--- src/rtl/debounce.sv ---
// Single-bit debouncer: a synchronizer chain followed by a stability counter.
// out follows the synchronized input only after it has held a new level for STABLE_CYCLES edges.
module debounce #(
  parameter int   SYNC_STAGES   = 2,
  parameter int   STABLE_CYCLES = 3,
  parameter logic INIT_LEVEL    = 1'b0
) (
  input  logic clk,
  input  logic rst,
  input  logic in,
  output logic out
);
  localparam int CW = $clog2(STABLE_CYCLES) + 1;
  localparam logic [CW-1:0] LAST = CW'(STABLE_CYCLES - 1);

  logic [SYNC_STAGES-1:0] sync;
  logic [CW-1:0]          cnt;
  logic                   s;

  assign s = sync[SYNC_STAGES-1];

  always_ff @(posedge clk or posedge rst) begin
    if (rst) sync <= {SYNC_STAGES{INIT_LEVEL}};
    else     sync <= {sync[SYNC_STAGES-2:0], in};
  end

  // Any sample matching out restarts qualification, so a bounce back cancels a pending change.
  always_ff @(posedge clk or posedge rst) begin
    if (rst) begin
      out <= INIT_LEVEL;
      cnt <= '0;
    end else if (s == out) begin
      cnt <= '0;
    end else if (cnt >= LAST) begin
      out <= s;
      cnt <= '0;
    end else begin
      cnt <= cnt + CW'(1);
    end
  end
endmodule

--- config.mk ---
export PLATFORM = sky130hd
export DESIGN_NAME = debounce
export DESIGN_NICKNAME = d
export VERILOG_FILES = /design/src/rtl/debounce.sv
export SDC_FILE = /design/constraint.sdc
export NUM_CORES = 1
export LEC_CHECK = 0
export ABC_AREA = 1
export BUFFER_PORTS_ARGS = -buffer_cell sky130_fd_sc_hd__buf_2
export CORE_AREA = 2 2 39 41
export CTS_CLUSTER_SIZE = 12
export DETAILED_ROUTE_END_ITERATION = 8
export DIE_AREA = 0 0 41 43
export SLEW_MARGIN = 20
export SYNTH_ARGS = -nofsm -noshare
export SYNTH_HDL_FRONTEND = slang
export SYNTH_SLANG_ARGS = --single-unit
--- constraint.sdc ---
create_clock -name clk -period 0.95 [get_ports clk]
set_input_delay 0.1425 -clock clk [delete_from_list [all_inputs] [get_ports clk]]
set_output_delay 0.1425 -clock clk [all_outputs]
set_load 0.005 [all_outputs]
==> results.json <==
{
  "status": "finished, violations left",
  "failed_checks": "negative setup slack",
  "port-buffer-count": 3,
  "wirelength_um": 485,
  "worst_pin_slew_ns": 0.286,
  "start_kind": "flip-flop",
  "cp-startpoint": "cnt[1]$_DFF_PP0_",
  "core_area_um2": 1380,
  "timing.final.ws_setup_ns": -0.0230,
  "rsz0062_at_grt": "yes",
  "finalCritPeriodShare_pct": 102,
  "drt-pass1-iter-count": 4,
  "crit_type": "flip-flop to flip-flop",
  "cts_root_buffer": "clkbuf_4",
  "hpwl_um": 306,
  "grt_max_degree": 7,
  "post-route-drc-count": 0,
  "clock_path_buffers": 2,
  "initial_core_util_pct": 18.8,
  "num_vias": 198,
  "final.setup.tns_ns": -0.0230,
  "setup_viol": 1,
  "cpMaxStageDelayCell": "dfrtp_1",
  "viasPerCell": 3.81,
  "dieArea_um2": 1760,
  "ys_warn_count": 0,
  "timing.reg2reg.setup_slack_ns": -0.02,
  "crit_arrival_ns": 1.15,
  "synth-seq-cells": 6,
  "worstReg2RegEnd": "cnt[1]$_DFF_PP0_",
  "antenna_found_initial": 0,
  "die_h_um": 43,
  "p_per_area_nw_per_um2": 2560,
  "drive_above_1_share_pct": 38.9,
  "hold_viol_final": 0,
  "cts.sinks": 6,
  "netlist-cell-type-count": 10,
  "num_io_pins": 4,
  "grt_pass1_vias": 216,
  "wl_per_cell_um": 9.33,
  "worstPathMaxFanout": 2,
  "syn_area_um2": 260,
  "cts_tree": "done",
  "period_minus_slack_ns": 0.973,
  "overflow": 0,
  "diodes": 0,
  "relSlewSlack_pct": 80.8,
  "skew_ns": 0.00228,
  "grt_pass1_wl_um": 828,
  "areaGrowthSynthToFinish_pct": 46.6,
  "worstPathRequired_ns": 1.13,
  "htreeDepth": 1,
  "clock_latency_ns": 0.24,
  "cpPeakStageDelay_ns": 0.42,
  "syn-num-nets": 30,
  "detail-route-antenna-nets": 0,
  "syn_inst": 25,
  "gp_congestion": 0.737,
  "dr.first_iter.drc_count": 1,
  "fillers": 140,
  "die_w_um": 41,
  "crit_path_end_kind": "flip-flop",
  "synth_seq_area_share_pct": 57.7,
  "drv_slew": 0,
  "cts.reportedPaths.clkPinSlew_ns": 0.05,
  "reg2reg_from": "cnt[1]$_DFF_PP0_",
  "hold_ws_ns": 0.346,
  "max_freq_mhz": 1030,
  "nets": 43,
  "multi_input_area_um2": 106,
  "hold_path.class": "input port to asynchronous set/reset pin",
  "r2r_cells": 3,
  "avgSynthCellArea_um2": 10.4,
  "maxCapViolations": 0,
  "crit_chain": "ha_4 > nand3b_1 > nor2_1",
  "fp-row-count": 14,
  "numCtsBuffers": 3,
  "regArea_um2": 150,
  "leakage_nw": 0.186,
  "track_usage_pct": 7.72,
  "ir_worst_vdd_mv": 0.984
}
registers in the layout (all words and copies together) (netlist names):
register and count:
out 1, sync 2, cnt 3
logic make-up after synthesis:
group | after synthesis | share of synthesized area (%)
and+or+nand+nor | 11 | 22.1
DFF | 6 | 57.7
buffers and inverters | 5 | 7.21
adders and majority gates | 2 | 9.61
xor gates and xnor gates | 1 | 3.37
worst max-delay path: cells and delay by family (launching register included):
family        cells  cell delay, ns
simple gates      2            0.24
fa+ha+maj         1            0.25
flops             1            0.42
per-stage QoR:
step | setup slack, ns | cells | cell area, um2 | total power [W] | util (%)
2_1_floorplan | -0.0111 | 25 | 260 | 0.000543 | -
3_3_place_gp | -0.00576 | 45 | 303 | 0.000612 | 21.9
3_5_place_dp | -0.0229 | 45 | 303 | 0.000627 | 21.9
4_1_cts | -0.0139 | 52 | 364 | 0.000937 | 26.3
5_1_grt | -0.0534 | 52 | 382 | 0.00105 | 27.6
6_report | -0.0230 | 52 | 382 | 0.000975 | 27.6
cell usage after synthesis:
library cell / n / share of area (%)
dfrtp_1: 6 / 58
xnor2_1: 1 / 3.4
ha_1: 2 / 9.6
nand3_1: 2 / 3.8
nand4_1: 1 / 2.4
nor2_4: 1 / 4.3
nand2_1: 3 / 4.3
nand3b_1: 1 / 2.9
nor2_1: 3 / 4.3
inv_1: 5 / 7.2
cell type report:
class,count,share of cell area (%)
clock buffer,3,5.90
inverter,5,5.57
multi-input combinational,14,27.9
sequential,6,39.3
tap,16,5.25
timing repair buffer,8,16.1
layout by cell type (no fill, tap or decap), types with 2 or more instances in the layout:
cell	Yosys	final
buf_2	0	3
buf_4	0	2
clkbuf_4	0	3
dfrtp_1	6	6
dlygate4sd3_1	0	2
inv_1	5	3
nand2_1	3	3
nand3_1	2	2
nor2_1	3	3
what timing repair did:
| action | CTS | global route |
|---|---|---|
| pin swaps | 1 | 2 |
| hold buffers | 2 | 0 |
| endpoints found under the setup margin | 4 | 5 |
| hold endpoints to repair | 7 | 0 |
| setup buffers | 2 | 0 |
| gates resized for setup | 2 | 3 |
power by group:
group / total, W / internal [W] / leakage [nW] / switching (W)
sequential: 0.000367 / 0.000316 / 0.0758 / 0.0000513
clock: 0.000234 / 0.000143 / 0.0138 / 0.0000908
combinational: 0.000375 / 0.000195 / 0.0969 / 0.000180
total: 0.000975 / 0.000654 / 0.186 / 0.000322
metal layers:
| layer | vias up | share of wire (%) | routed length (um) | global-route usage (%) |
|---|---|---|---|---|
| met5 | - | 0 | 0 | 0 |
| met1 | 88 | 39 | 187 | 7.67 |
| li1 | 99 | - | - | - |
| met4 | 0 | 3.1 | 15 | 8.00 |
| met2 | 8 | 54 | 261 | 10.9 |
| met3 | 3 | 4.3 | 21 | 3.14 |
worst max path at each step:
stage / to / slack, ns / cells after the start
5_1_grt: cnt[1]$_DFF_PP0_ / -0.05 / 4
6_report: cnt[1]$_DFF_PP0_ / -0.02 / 3
4_1_cts: cnt[1]$_DFF_PP0_ / -0.01 / 4
2_1_floorplan: cnt[1]$_DFF_PP0_ / -0.01 / 3
3_5_place_dp: cnt[1]$_DFF_PP0_ / -0.02 / 4
3_3_place_gp: cnt[2]$_DFF_PP0_ / -0.006 / 4
No activity file was read; power rests on OpenSTA's default activity.
